File: src/rtl/store_rmw_controller.sv
// store_memory_encoder: turns a latched store (type, byte offset, right-aligned
// data) into a lane-shifted data word and a byte-granular lane mask.
//   type_i   : 00 SB, 01 SH, 10 SW, 11 illegal (mask 0)
//   offset_i : byte offset within the word (addr[1:0])
//   data_i   : right-aligned store data
//   data_o   : data moved into its byte lanes
//   mask_o   : 1 for every bit belonging to a written byte lane
//
// store_rmw_controller: sequences SB/SH/SW onto a word-wide memory port
// without byte enables, using read-modify-write for partial stores and a
// direct write for aligned SW (when FULL_WORD_BYPASS=1).
//   clk, rst_n          : clock, asynchronous active-low reset
//   req_valid/req_ready : store request handshake (ready only in IDLE)
//   req_type/addr/data  : store type, byte address, right-aligned data
//   mem_valid/mem_ready : memory command handshake
//   mem_we/addr/wdata   : command kind, word address, write data
//   mem_rvalid/rdata    : read response
//   done_valid/done_err : one-cycle completion pulse, err = misaligned/illegal
module store_memory_encoder (
    input  logic [1:0]  type_i,
    input  logic [1:0]  offset_i,
    input  logic [31:0] data_i,
    output logic [31:0] data_o,
    output logic [31:0] mask_o
);
    logic [4:0] shamt;

    assign shamt = {offset_i, 3'b000};

    // Lane placement; misaligned offsets are never used (error path).
    always_comb begin
        data_o = 32'h0;
        mask_o = 32'h0;
        case (type_i)
            2'b00: begin
                data_o = {24'h0, data_i[7:0]} << shamt;
                mask_o = 32'h0000_00FF << shamt;
            end
            2'b01: begin
                data_o = {16'h0, data_i[15:0]} << shamt;
                mask_o = 32'h0000_FFFF << shamt;
            end
            2'b10: begin
                data_o = data_i;
                mask_o = 32'hFFFF_FFFF;
            end
            default: ;
        endcase
    end
endmodule

module store_rmw_controller #(
    parameter int unsigned ADDR_WIDTH       = 32,
    parameter bit          FULL_WORD_BYPASS = 1'b1
) (
    input  logic                  clk,
    input  logic                  rst_n,
    input  logic                  req_valid,
    output logic                  req_ready,
    input  logic [1:0]            req_type,
    input  logic [ADDR_WIDTH-1:0] req_addr,
    input  logic [31:0]           req_data,
    output logic                  mem_valid,
    input  logic                  mem_ready,
    output logic                  mem_we,
    output logic [ADDR_WIDTH-3:0] mem_addr,
    output logic [31:0]           mem_wdata,
    input  logic                  mem_rvalid,
    input  logic [31:0]           mem_rdata,
    output logic                  done_valid,
    output logic                  done_err
);
    localparam int unsigned WORD_AW = ADDR_WIDTH - 2;

    typedef enum logic [2:0] {
        S_IDLE  = 3'd0,
        S_READ  = 3'd1,
        S_WAIT  = 3'd2,
        S_WRITE = 3'd3,
        S_RESP  = 3'd4
    } state_e;

    state_e state_q, state_d;

    logic [1:0]         type_q;
    logic [1:0]         off_q;
    logic [WORD_AW-1:0] waddr_q;
    logic [31:0]        data_q;
    logic [31:0]        merged_q, merged_d;

    logic req_ready_q, req_ready_d;
    logic mem_valid_q, mem_valid_d;
    logic mem_we_q, mem_we_d;
    logic done_valid_q, done_valid_d;
    logic done_err_q, done_err_d;

    logic        accept_c;
    logic        req_err_c;
    logic        bypass_c;
    logic [31:0] enc_data;
    logic [31:0] enc_mask;

    // Encoder sees only latched request fields, so req_* may change after accept.
    store_memory_encoder u_enc (
        .type_i   (type_q),
        .offset_i (off_q),
        .data_i   (data_q),
        .data_o   (enc_data),
        .mask_o   (enc_mask)
    );

    assign accept_c = (state_q == S_IDLE) && req_valid;
    assign bypass_c = FULL_WORD_BYPASS && (req_type == 2'b10) && (req_addr[1:0] == 2'b00);

    // Misaligned or illegal request classification.
    always_comb begin
        req_err_c = 1'b0;
        case (req_type)
            2'b00:   req_err_c = 1'b0;
            2'b01:   req_err_c = req_addr[0];
            2'b10:   req_err_c = (req_addr[1:0] != 2'b00);
            default: req_err_c = 1'b1;
        endcase
    end

    // State and registered outputs.
    always_ff @(posedge clk or negedge rst_n) begin
        if (!rst_n) begin
            state_q      <= S_IDLE;
            req_ready_q  <= 1'b1;
            mem_valid_q  <= 1'b0;
            mem_we_q     <= 1'b0;
            done_valid_q <= 1'b0;
            done_err_q   <= 1'b0;
        end else begin
            state_q      <= state_d;
            req_ready_q  <= req_ready_d;
            mem_valid_q  <= mem_valid_d;
            mem_we_q     <= mem_we_d;
            done_valid_q <= done_valid_d;
            done_err_q   <= done_err_d;
        end
    end

    // Next-state logic.
    always_comb begin
        state_d = state_q;
        case (state_q)
            S_IDLE: begin
                if (req_valid) begin
                    if (req_err_c) begin
                        state_d = S_RESP;
                    end else if (bypass_c) begin
                        state_d = S_WRITE;
                    end else begin
                        state_d = S_READ;
                    end
                end
            end
            S_READ:  if (mem_ready)  state_d = S_WAIT;
            S_WAIT:  if (mem_rvalid) state_d = S_WRITE;
            S_WRITE: if (mem_ready)  state_d = S_RESP;
            S_RESP:  state_d = S_IDLE;
            default: state_d = S_IDLE;
        endcase
    end

    // Outputs are decoded from the upcoming state so they register cleanly.
    // RESP reached straight from IDLE can only be the error path.
    always_comb begin
        req_ready_d  = 1'b0;
        mem_valid_d  = 1'b0;
        mem_we_d     = 1'b0;
        done_valid_d = 1'b0;
        done_err_d   = 1'b0;
        case (state_d)
            S_IDLE:  req_ready_d = 1'b1;
            S_READ:  mem_valid_d = 1'b1;
            S_WRITE: begin
                mem_valid_d = 1'b1;
                mem_we_d    = 1'b1;
            end
            S_RESP: begin
                done_valid_d = 1'b1;
                done_err_d   = (state_q == S_IDLE);
            end
            default: ;
        endcase
    end

    // Merged write word: full SW data on bypass, byte-lane merge on read return.
    always_comb begin
        merged_d = merged_q;
        if (accept_c && bypass_c) begin
            merged_d = req_data;
        end else if ((state_q == S_WAIT) && mem_rvalid) begin
            merged_d = (mem_rdata & ~enc_mask) | (enc_data & enc_mask);
        end
    end

    // Request capture and merge register.
    always_ff @(posedge clk or negedge rst_n) begin
        if (!rst_n) begin
            type_q   <= 2'b00;
            off_q    <= 2'b00;
            waddr_q  <= '0;
            data_q   <= 32'h0;
            merged_q <= 32'h0;
        end else begin
            if (accept_c) begin
                type_q  <= req_type;
                off_q   <= req_addr[1:0];
                waddr_q <= req_addr[ADDR_WIDTH-1:2];
                data_q  <= req_data;
            end
            merged_q <= merged_d;
        end
    end

    assign req_ready  = req_ready_q;
    assign mem_valid  = mem_valid_q;
    assign mem_we     = mem_we_q;
    assign mem_addr   = waddr_q;
    assign mem_wdata  = merged_q;
    assign done_valid = done_valid_q;
    assign done_err   = done_err_q;
endmodule

File: config.mk
export PLATFORM = sky130hd
export DESIGN_NAME = store_rmw_controller
export DESIGN_NICKNAME = d
export VERILOG_FILES = /design/src/rtl/store_rmw_controller.sv
export SDC_FILE = /design/constraint.sdc
export NUM_CORES = 1
export LEC_CHECK = 0
export BUFFER_PORTS_ARGS = -buffer_cell sky130_fd_sc_hd__buf_2
export CORE_MARGIN = 3
export CORE_UTILIZATION = 46
export CTS_CLUSTER_DIAMETER = 50
export CTS_CLUSTER_SIZE = 40
export DETAILED_ROUTE_END_ITERATION = 10
export MAX_ROUTING_LAYER = met4
export PLACE_DENSITY = 0.83
export SETUP_SLACK_MARGIN = 0.2
export SLEW_MARGIN = 20
export SYNTH_ARGS = -nofsm -noshare
export SYNTH_HDL_FRONTEND = slang
export SYNTH_SLANG_ARGS = --single-unit
File: constraint.sdc
create_clock -name clk -period 1.75 [get_ports clk]
set_clock_uncertainty 0.15 [all_clocks]
set_input_delay 0.2625 -clock clk [delete_from_list [all_inputs] [get_ports clk]]
set_output_delay 0.2625 -clock clk [all_outputs]
set_load 0.05 [all_outputs]
==> results of run 1 <==
[final cells by class]
type	count	area, sq um	area share
tap	136	170	0.0226
timing repair buffer	288	2070	0.276
multi-input combinational	443	2420	0.322
inverter	2	7.51	0.000999
clock buffer	11	151	0.0201
clock inverter	5	37.5	0.00499
sequential	106	2660	0.353
[final timing paths]
| check | from | endpoint | slack, ns | depth (start not counted) |
|---|---|---|---|---|
| max | state_q[0] | mem_wdata[2] | -0.05 | 6 |
| min | mem_rdata[25] | mem_wdata[25] | 0.03 | 3 |
| max reg2reg | state_q[0] | mem_wdata[2] | -0.05 | 6 |
| min reg2reg | mem_addr[23] | mem_addr[23] | 0.33 | 2 |
| max in group asynchronous | rst_n | mem_wdata[23] | 0.67 | 3 |
| min in group asynchronous | rst_n | mem_wdata[24] | 0.24 | 2 |
[cells in the final DEF (no fill, tap or decap), drive strengths merged, types with 3 or more instances in the layout]
master         n
a211oi        14
a21oi         11
a221o          8
a221oi         8
a32oi         11
and2          10
buf          213
clkbuf        11
clkinv         3
dfrtp        105
dlygate4sd3   75
mux2           8
mux2i          8
nand2        251
nand3         17
nor2          11
nor3           6
nor3b          9
o211ai        16
o21a           9
o21ai         27
[cells by family after synthesis]
logic type | count (synthesis) | share of synthesized area
XOR/XNOR | 1 | 0.00170
AND/OR/NAND/NOR | 314 | 0.258
AO/OA/AOI/OAI | 112 | 0.154
buffers and inverters | 46 | 0.0374
flip-flops | 106 | 0.515
multiplexers | 16 | 0.0331
[worst min-delay path: cells and delay by family]
family          cells  cell delay [ns]
buf+inv             1             0.09
compound gates      2             0.17
[registers in the layout, summed over array words and instances, names as in the netlist, 2 cells and up]
register and flops:
state_q 3, off_q 2, mem_addr 30, data_q 32
mem_wdata 32, type_q 2
[what timing repair did]
item                       in CTS  in global routing
pin swaps                       4                  4
hold buffers                   75                  0
hold endpoints to repair      124                  0
buffers inserted                3                  4
gates cloned                    1                  0
setup endpoints to repair      96                104
gates resized for setup        33                  9
[per-layer routing]
layer / track usage / vias to the layer above
met5: - / -
met3: 0.0484 / 39
met1: 0.350 / 2617
met4: 0.0941 / 0
li1: - / 2530
met2: 0.464 / 270
[power breakdown]
part	switching (mW)	internal (mW)
registers	0.951	3.61
logic	5.43	2.62
clock network	0.877	0.602
total	7.26	6.83
==> impl_metrics.tcl, run 1 <==
set metrics [dict create \
    status "finished, violations left" \
    violations "setup timing" \
    dp.cells 892 \
    ys_types 39 \
    clock_path_buffers 2 \
    peakVddDrop_mv 1.28 \
    p_leak_nw 3.77 \
    drtIter0Drc 469 \
    syn_to_final_growth_pct 46.0 \
    setup_slack_ns -0.0461 \
    gp_congestion 0.900 \
    power.total_mw 14.1 \
    finalInstanceArea_sq_um 7520 \
    synth-edff-count 0 \
    path_cells "nor4b_4 -> buf_4 -> nand4b_1 -> buf_12 -> nand3_1 -> o211ai_1" \
    cts_tree "yes" \
    clkSlewWorstSetupHoldPaths_ns 0.11 \
    viasPerCell 5.51 \
    ys.flop_type "dfrtp_1" \
    fin_crit_sh 1.03 \
    dpl-instance-area_sq_um 6350 \
    period_minus_slack_ns 1.80 \
    fmax_mhz 557 \
    cts_max_level 3 \
    num-nets-final 953 \
    port_buffers 169 \
    utilization 0.709 \
    wl_met3_um 1350 \
    holdWs_ns 0.0333 \
    maxCapViolCount 0 \
    drive_above_1_share 0.313 \
    coreArea_sq_um 10600 \
    cts.sinks 106 \
    postRouteAntennaNets 0 \
    die_x_um 112 \
    avgRoutedWirePerCell_um 17.3 \
    crit_buf_inv 2 \
    maxSlewViolCount 0 \
    wl_met1_um 7020 \
    die-area_sq_um 12500 \
    io_pins 170 \
    grt_pass1_wl_um 27800 \
    synthCells 595 \
    crit_family "simple AND/OR/NAND/NOR gates" \
    grt_setup_unrepaired "yes" \
    grt_max_degree 35 \
    fillers 794 \
    fp.dieH_um 112 \
    worst_pin_slew_ns 0.480 \
    synth_area_leaders "dfrtp_1, nand2_1, o21ai_0, o211ai_1, a211oi_1" \
    path_class "reg -> reg" \
    preCtsSetupSlack_ns -0.0564 \
    drt-pass1-iter-count 7 \
    yosysMostFrequentCell "nand2_1" \
    cts_root_buf "clkbuf_8" \
    drc 0 \
    p_per_area_nw_per_um2 1870 \
    cts_buffers 9 \
    drt_wl_total_um 17200 \
    hold_path.class "in -> reg" \
    grt_overflow 0 \
    yosys.area.top_type "dfrtp_1" \
    slew_headroom 0.680 \
    critPathLaunchType "flip-flop" \
    ys_async_sr_fraction 1.00 \
    grt_pass1_vias 5643 \
    path_max_fanout 33 \
    num_vias 5456 \
    critPathArrivalTime_ns 1.88 \
    n_antenna_cell 0 \
    synth_top_area_share 0.510 \
    setup_viol 20 \
    layoutNonFillerInstCount 991 \
    synth-seq-cells 106 \
    cp_slowest_cell "dfrtp_1" \
    row_count 37 \
    synth_fp_nets 698 \
    required_ns 1.83 \
    detailed_place_hpwl_um 11400 \
    grt_util_all_layers 0.281 \
    synth_area_sq_um 5150 \
    hold_violations 0 \
    crit_path_end_kind "flip-flop" \
    final.setup.tns_ns -0.401 \
    max_stage_delay_ns 0.44 \
    synth_commonest_cells "nand2_1, dfrtp_1, o21ai_0" \
    antenna_found_initial 0 \
    avgSynthCellArea_sq_um 8.65 \
    start_util 0.486 \
    synth-seq-area-share 0.515 \
    yosysWarnings 0 \
    clock_latency_ns 0.37 \
    top_layer "met4" \
    routed-wl-met2_um 8400 \
]
No activity file was read; power rests on OpenSTA's default activity.
==> run 2, diff against run 1 <==
--- a/config.mk
+++ b/config.mk
@@ -7,12 +7,12 @@
 export LEC_CHECK = 0
 export BUFFER_PORTS_ARGS = -buffer_cell sky130_fd_sc_hd__buf_2
 export CORE_MARGIN = 3
-export CORE_UTILIZATION = 46
+export CORE_UTILIZATION = 45
 export CTS_CLUSTER_DIAMETER = 50
 export CTS_CLUSTER_SIZE = 40
 export DETAILED_ROUTE_END_ITERATION = 10
 export MAX_ROUTING_LAYER = met4
-export PLACE_DENSITY = 0.83
+export PLACE_DENSITY = 0.81
 export SETUP_SLACK_MARGIN = 0.2
 export SLEW_MARGIN = 20
 export SYNTH_ARGS = -nofsm -noshare
==> run 2 against run 1 <==
Net effect: largest cell class unchanged; critical path type unchanged; flip-flop and latch count stayed put; the flow still finishes with violations (setup timing); sequential share of layout area is 3.1 points lower; clock power is 44% higher; largest power group unchanged; global-route usage is 0.84 points higher; critical endpoint is now mem_wdata[7].
==> impl_metrics.tcl, run 2 (synthesis results as in run 1) <==
set metrics [dict create \
    layoutNonFillerInstCount 1006 \
    p_clk_frac 0.133 \
    drtIter0Drc 498 \
    reg2reg_to "mem_wdata[7]" \
    preCtsSetupSlack_ns -0.0649 \
    dp.cells 893 \
    setup_slack_ns -0.0350 \
    crit_path_end "mem_wdata[7]" \
    drive_above_1_share 0.398 \
    io_pins 170 \
    p_sw_mw 7.94 \
    critPathLaunchType "flip-flop" \
    detailed_place_hpwl_um 11300 \
    p_leak_nw 4.05 \
    fp.dieH_um 113 \
    avgRoutedWirePerCell_um 19.8 \
    grt_setup_unrepaired "yes" \
    status "finished, violations left" \
    gp_congestion 0.914 \
    switching_share 0.497 \
    layout_common_cells "nand2_1, buf_2, dfrtp_1" \
    slew_headroom 0.721 \
    cts_root_buf "clkbuf_16" \
    pwr-share-comb 0.575 \
    dpl-instance-area_sq_um 6360 \
    hold_violations 0 \
    path_max_fanout 6 \
    num-nets-final 963 \
    p_per_area_nw_per_um2 1940 \
    port_buffers 169 \
    finalInstanceArea_sq_um 8230 \
    die-area_sq_um 12800 \
    row_count 38 \
    hold_path.class "in -> reg" \
    violations "setup timing" \
    maxCapViolCount 0 \
    power_frac_seq 0.291 \
    cts.sinks 106 \
    grt_pass1_wl_um 28400 \
    grt_max_degree 51 \
    syn_to_final_growth_pct 59.9 \
    critPathArrivalTime_ns 1.86 \
    peakVddDrop_mv 1.28 \
    setup_viol 8 \
    r2r-start "state_q[1]" \
    cts_buffers 9 \
    grt_pass1_vias 5730 \
    internal_power_mw 8.02 \
    grt_util_all_layers 0.289 \
    fillers 732 \
    grt_overflow 0 \
    clock_path_buffers 2 \
    drc 0 \
    start_util 0.467 \
    die_x_um 113 \
    coreArea_sq_um 11000 \
    cts_tree "yes" \
    r2r_slack_ns -0.03 \
    crit_path_end_kind "flip-flop" \
    maxSlewViolCount 0 \
    fmax_mhz 560 \
    fin_crit_sh 1.02 \
    path_class "reg -> reg" \
    final_common_cell "nand2_1" \
    required_ns 1.83 \
    ff2ff_path_depth 7 \
    cts_max_level 3 \
    antenna_found_initial 1 \
    drt_wl_total_um 19900 \
    period_minus_slack_ns 1.78 \
    clkSlewWorstSetupHoldPaths_ns 0.07 \
    worst_pin_slew_ns 0.416 \
    clock_latency_ns 0.36 \
    viasPerCell 5.61 \
    startpoint "state_q[1]" \
    drt-pass1-iter-count 5 \
    num_vias 5640 \
    postRouteAntennaNets 0 \
    utilization 0.746 \
]
[run 2: changes by cell type in the layout (fill, tap and decap cells not counted), moves of 8 or more]
cell | before | now
nand2_1 | 248 | 216
dlygate4sd3_1 | 75 | 65
buf_12 | 6 | 14
nand2_2 | 3 | 34
clkbuf_16 | 0 | 17
clkbuf_8 | 11 | 1
[run 2: area by class of cell]
class | instances | area [sq um] | share of cell area
antenna | 1 | 2.50 | 0.000304
clock buffer | 11 | 243 | 0.0295
clock inverter | 5 | 62.6 | 0.00760
inverter | 2 | 11.3 | 0.00137
multi-input combinational | 443 | 2640 | 0.321
sequential | 106 | 2660 | 0.323
tap | 140 | 175 | 0.0213
timing repair buffer | 298 | 2440 | 0.297
[run 2: how the worst min path moves through the flow]
stage                        from             to  slack (ns)  cells after the start
CTS                 mem_rdata[20]  mem_wdata[20]       0.002                      3
global route          req_addr[0]       off_q[0]        0.01                      3
floorplan                   rst_n      data_q[0]       -0.18                      0
detailed placement          rst_n  mem_wdata[29]        0.02                      1
finish               req_data[21]     data_q[21]       0.001                      3
global placement            rst_n  mem_wdata[29]        0.01                      1
[run 2: repair_timing]
action | in CTS | in global routing
pin swaps | 10 | 35
setup buffers | 13 | 5
gates cloned | 4 | 9
hold buffers | 64 | 1
resized for setup | 51 | 79
endpoints found under the hold margin | 170 | 1
endpoints found under the setup margin | 104 | 105
[run 2: critical path: stages (launching register included)]
cell and delay, ns:
dfrtp_1 0.47, nor4b_4 0.25, buf_4 0.15, nand4b_1 0.11, buf_6 0.19, buf_12 0.15, nand3_2 0.08, o211ai_1 0.10
[run 2: layer usage]
layer | wire [um] | GRT usage | up-vias
li1 | - | - | 2566
met1 | 7740 | 0.361 | 2702
met2 | 9880 | 0.477 | 329
met3 | 1770 | 0.0535 | 43
met4 | 516 | 0.0962 | 0
met5 | 0 | - | -
[run 2: power groups by stage]
| stage | clock (mW) | sequential, mW | combinational (mW) |
|---|---|---|---|
| after floorplan | 0 | 6.79 | 3.01 |
| after detailed placement | 0 | 4.53 | 7.48 |
| final | 2.13 | 4.65 | 9.18 |
| after global routing | 2.23 | 4.76 | 9.71 |
| after global placement | 0 | 4.49 | 7.29 |
| after CTS | 2.14 | 4.54 | 8.11 |
[run 2: metrics by stage]
step           total power [mW]  setup TNS, ns  hold WS [ns]
4_1_cts                    14.8              0       0.00229
2_1_floorplan              9.80              0        -0.183
5_1_grt                    16.7          -1.32        0.0140
3_5_place_dp               12.0         -0.610        0.0190
3_3_place_gp               11.8              0        0.0131
6_report                   16.0         -0.117       0.00147
